<file path="src/rtl/sw_scan_pkg.sv">
// sw_scan_pkg: shared constants, FSM encoding and helpers for the switch scan controller
package sw_scan_pkg;
  localparam logic [1:0] IDLE    = 2'd0;
  localparam logic [1:0] SCAN    = 2'd1;
  localparam logic [1:0] CONFIRM = 2'd2;
  localparam int CH_W       = 4;
  localparam int DEF_CNT1US = 107;
  localparam int DEF_CNT1MS = 1000;
  // A zero-length debounce window is promoted to one millisecond
  function automatic logic [7:0] eff_len(input logic [7:0] l);
    return (l == 8'd0) ? 8'd1 : l;
  endfunction
endpackage

</file>
<file path="src/rtl/sw_tick_gen.sv">
// sw_tick_gen: clearable prescaler producing us and ms ticks for the shared debounce timer
module sw_tick_gen
  import sw_scan_pkg::*;
#(
  parameter int CNT1US = DEF_CNT1US,
  parameter int CNT1MS = DEF_CNT1MS
) (
  input  logic clk,
  input  logic rst_n,
  input  logic clr,
  output logic us_tick,
  output logic ms_tick
);
  localparam int UW = $clog2(CNT1US + 1);
  localparam int MW = $clog2(CNT1MS + 1);
  logic [UW-1:0] us_div;
  logic [MW-1:0] ms_div;
  assign us_tick = us_div == UW'(CNT1US - 1);
  assign ms_tick = us_tick && ms_div == MW'(CNT1MS - 1);
  // Prescaler chain, held at zero while the timer is not owned by a channel
  always_ff @(posedge clk or negedge rst_n)
    if (!rst_n) begin
      us_div <= '0;
      ms_div <= '0;
    end else if (clr) begin
      us_div <= '0;
      ms_div <= '0;
    end else begin
      us_div <= us_tick ? '0 : us_div + UW'(1);
      if (us_tick) ms_div <= ms_tick ? '0 : ms_div + MW'(1);
    end
endmodule

</file>
<file path="src/rtl/sw_scan_ctrl.sv">
// sw_scan_ctrl: round-robin multi-channel switch debouncer sharing one debounce timer
module sw_scan_ctrl
  import sw_scan_pkg::*;
#(
  parameter int CH_NUM = 4,
  parameter int CNT1US = DEF_CNT1US,
  parameter int CNT1MS = DEF_CNT1MS
) (
  input  logic              clk,
  input  logic              rst_n,
  input  logic              en,
  input  logic [CH_NUM-1:0] sw_in,
  input  logic [7:0]        db_len,
  output logic [CH_NUM-1:0] sw_state,
  output logic [CH_NUM-1:0] press_pulse,
  output logic [CH_NUM-1:0] release_pulse,
  output logic              busy,
  output logic [CH_W-1:0]   cur_ch
);
  localparam int PW = (CH_NUM > 1) ? $clog2(CH_NUM) : 1;
  logic [1:0]        state;
  logic [PW-1:0]     ptr, ptr_nxt;
  logic [CH_NUM-1:0] sync1, sync2;
  logic              cand;
  logic [7:0]        len, ms_cnt;
  logic              us_tick, ms_tick, ms_evt, abort, commit;
  sw_tick_gen #(.CNT1US(CNT1US), .CNT1MS(CNT1MS)) u_tick (
    .clk(clk), .rst_n(rst_n), .clr(state != CONFIRM), .us_tick(us_tick), .ms_tick(ms_tick)
  );
  assign ms_evt  = us_tick && ms_tick;
  assign ptr_nxt = (ptr == PW'(CH_NUM - 1)) ? '0 : ptr + PW'(1);
  assign abort   = sync2[ptr] != cand;
  assign commit  = !abort && ms_evt && ms_cnt == len - 8'd1;
  assign busy    = state == CONFIRM;
  assign cur_ch  = CH_W'(ptr);
  // Two-stage synchronisers, frozen while scanning is disabled
  always_ff @(posedge clk or negedge rst_n)
    if (!rst_n) begin
      sync1 <= '1;
      sync2 <= '1;
    end else if (en) begin
      sync1 <= sw_in;
      sync2 <= sync1;
    end
  // Scan FSM: walks channels, confirms a candidate level on the shared timer, commits with a pulse
  always_ff @(posedge clk or negedge rst_n)
    if (!rst_n) begin
      state         <= IDLE;
      ptr           <= '0;
      cand          <= 1'b1;
      len           <= 8'd1;
      ms_cnt        <= '0;
      sw_state      <= '1;
      press_pulse   <= '0;
      release_pulse <= '0;
    end else begin
      press_pulse   <= '0;
      release_pulse <= '0;
      if (!en) begin
        state  <= IDLE;
        ptr    <= '0;
        ms_cnt <= '0;
      end else if (state == IDLE) begin
        state  <= SCAN;
        ptr    <= '0;
        ms_cnt <= '0;
      end else if (state == SCAN) begin
        if (sync2[ptr] == sw_state[ptr]) ptr <= ptr_nxt;
        else begin
          cand   <= sync2[ptr];
          len    <= eff_len(db_len);
          ms_cnt <= '0;
          state  <= CONFIRM;
        end
      end else if (state == CONFIRM) begin
        if (abort || commit) begin
          state <= SCAN;
          ptr   <= ptr_nxt;
        end else if (ms_evt) ms_cnt <= ms_cnt + 8'd1;
        if (commit) begin
          sw_state[ptr] <= cand;
          if (cand) release_pulse[ptr] <= 1'b1;
          else press_pulse[ptr] <= 1'b1;
        end
      end else state <= IDLE;
    end
endmodule
</file>
<file path="config.mk">
export PLATFORM = sky130hd
export DESIGN_NAME = sw_scan_ctrl
export DESIGN_NICKNAME = d
export VERILOG_FILES = /design/src/rtl/sw_scan_pkg.sv /design/src/rtl/sw_tick_gen.sv /design/src/rtl/sw_scan_ctrl.sv
export SDC_FILE = /design/constraint.sdc
export NUM_CORES = 1
export LEC_CHECK = 0
export BUFFER_PORTS_ARGS = -buffer_cell sky130_fd_sc_hd__buf_2
export CAP_MARGIN = 25
export CORE_ASPECT_RATIO = 0.7
export CORE_UTILIZATION = 49
export CTS_BUF_LIST = sky130_fd_sc_hd__clkbuf_16
export CTS_CLUSTER_SIZE = 16
export DETAILED_ROUTE_END_ITERATION = 8
export PLACE_DENSITY_LB_ADDON = 0.3
export SYNTH_ARGS = -nofsm -noshare
export SYNTH_HDL_FRONTEND = slang
export SYNTH_SLANG_ARGS = --single-unit
</file>
<file path="constraint.sdc">
create_clock -name clk -period 2.6 [get_ports clk]
set_input_delay 0.52 -clock clk [delete_from_list [all_inputs] [get_ports clk]]
set_output_delay 0.52 -clock clk [all_outputs]
set_load 0.01 [all_outputs]
</file>
==> metrics.txt <==
RSZ-0062 raised after global routing yes; Final Max Tran Viols 0; Setup crit start len[0]; worst path arrival time 2700 ps; class of the worst hold path in -> async; Max Fanout on Critical Path 8; CP cell instances inv_1 -> ha_1 -> nand2b_1 -> a21oi_1 -> a311oi_1 -> o21bai_1 -> nor2_2 -> or3_2 -> o31ai_1; CTS Buf Count 9; period utilization 0.951; post-synthesis sequential area ratio 0.474; vias in the first global route 2,248; Max-slew headroom 0.650; maxcap violations 0; Max Freq 0.404 GHz; DR vias/cell 5.54; Sink Count 58; Cell Rows 23; endpoints failing hold 0; DR iter-0 viols 71; final weighted congestion in routability-driven placement 0.796; initial antenna violation count 0; Worst EP required 2820 ps; Die Area 6650 um^2; Final Instance Area 3660 um^2; Syn. warnings 0; Post CTS Setup Buffer Count 0; Clock Latency Late Sink 320 ps; Final nets 360; Die Wd 97.1 um; startpoint types flop; CTS Root Cell clkbuf_16; grt ovf 0; reg2reg start len[0]; fin cells 416; reg2reg setup slack 130 ps; type of the worst setup path reg -> reg; max incr delay on CP 560 ps; clk slew on worst S/H paths 50 ps; Gate Count Post-Synth 296; Final TNS setup 0 ps; post-route antenna net violation count 0; diode count 0; first-pass GRT wire length 10.7 mm; Post-Route Skew 9.73 ps; TritonRoute pass-1 iters 4; top_reg_cell synth dfrtp_1; pin count of the biggest net entering global routing 29; Post-synth ARST share 1.00; routed vias 2,305; mapped cell area 3100 um^2; Slew @ Worst Pin 525 ps; GRT Total Usage 0.211; CP max stage cell dfstp_2; Post-Route Utilization 0.621; final setup fails 0; dpl cells 400; commonest non-fill, non-tap cell in the layout dfrtp_1; buffers added on ports 29; post-layout min period 2470 ps; Netlist cell types 50; filler cell count 475; commonest cells after routing, fill and taps aside 44 x dfrtp_1, 29 x buf_2, 25 x nor2_1, 22 x nand2_1; CP top delay family simple AND/OR/NAND/NOR gates; starting density of the core 0.525; CORE AREA 5900 um^2; status finished, final reports clean; CTS tree built; RR Endpoint ms_cnt[0]; number of flops mapped to enable cells by yosys 0; share of cells above drive strength 1 0.279; wire length per cell 15.1 um; area grow syn2layout 18.1%; clk buf depth 2; htree depth 3; worst-case reg-to-reg path depth 9; leak pwr 0.00162 uW; Placed Area 3370 um^2; Pwr Density 784 nW/um^2; Syn Area/Cell 10.5 um^2; WP buf/inv 1; flops & latches, synth 58; Total Wirelength 6.28 mm; DP HPWL 4.58 mm; I/O pin count 32; endpoint type of the worst setup path flop; Worst IR Drop VDD 0.389 mV; chip height 68.5 um; DRC Markers 0
==> state kept, by name (all words and copies together), names as in the netlist <==
register / count
u_tick.ms_div: 10
len: 8
ms_cnt: 8
u_tick.us_div: 7
press_pulse: 4
release_pulse: 4
sw_state: 4
sync1: 4
sync2: 4
ptr: 2
state: 2
cand: 1
==> area by class of cell <==
class                   count  area (um^2)  area share
clock inverters             7         62.6      0.0171
inverters                  10         37.5      0.0103
repair buffers             39          233      0.0636
multi-input cells         218         1540       0.421
well taps                  75         93.8      0.0256
clock buffers               9          225      0.0615
flip-flops and latches     58         1470       0.401
==> stage by stage <==
| stage | total power, uW | hold WS (ps) | setup WS [ps] |
|---|---|---|---|
| 5_1_grt | 3020 | 205 | -4.30 |
| 4_1_cts | 2880 | 177 | 115 |
| 3_3_place_gp | 1730 | 460 | 244 |
| 3_5_place_dp | 1750 | 466 | 137 |
| 2_1_floorplan | 1570 | 224 | 206 |
| 6_report | 2870 | 173 | 126 |
==> synthesized netlist by cell type, drive strengths merged, types with 4 or more instances <==
cell type,number,area [um^2]
dfrtp,44,1100
nor2,26,97.6
nand2,22,82.6
mux2,19,214
o21ai,19,95.1
nand3,17,85.1
dfstp,14,368
xnor2,11,96.3
a21oi,10,53.8
inv,10,37.5
xor2,10,87.6
and3,9,61.3
clkbuf,9,48.8
ha,9,113
nor3,6,30.0
nor3b,6,56.3
o31ai,5,37.5
or4,5,37.5
and2,4,25.0
nand2b,4,25.0
nand4b,4,50.1
o211ai,4,30.0
==> power breakdown <==
group	switching, uW	internal (uW)	leakage (uW)	total, uW
Sequential	112	1020	0.000744	1130
Clock	389	729	0.000144	1120
Combinational	329	294	0.000731	624
Total	831	2040	0.00162	2870
==> worst max path at each step <==
stage	to	slack [ps]	depth (start not counted)
4_1_cts	ms_cnt[0]	110	9
3_3_place_gp	ptr[0]	240	8
2_1_floorplan	ms_cnt[5]	210	6
3_5_place_dp	ms_cnt[0]	140	9
5_1_grt	ms_cnt[0]	-4	8
6_report	ms_cnt[0]	130	9
==> per-layer routing <==
metal  part of all wire  GRT usage  vias up
li1                   -          -     1132
met1               0.49      0.287     1105
met2               0.45      0.330       57
met3              0.045     0.0575       11
met4              0.015     0.0746        0
met5                  0          0        -
==> logic make-up after synthesis <==
logic type               share of synthesized area
buffers and inverters                       0.0327
adder cells (fa/ha/maj)                     0.0363
AO/OA/AOI/OAI                               0.0824
other                                      0.00121
flip-flops                                   0.474
multiplexers                                0.0912
XOR/XNOR                                    0.0593
AND/OR/NAND/NOR                              0.223
==> repair_timing <==
action | CTS | global route
setup endpoints to repair | 0 | 4
hold endpoints to repair | 0 | 0
gates resized for setup | 0 | 2
hold buffers | 0 | 0
(Power assumes the default switching activity.)
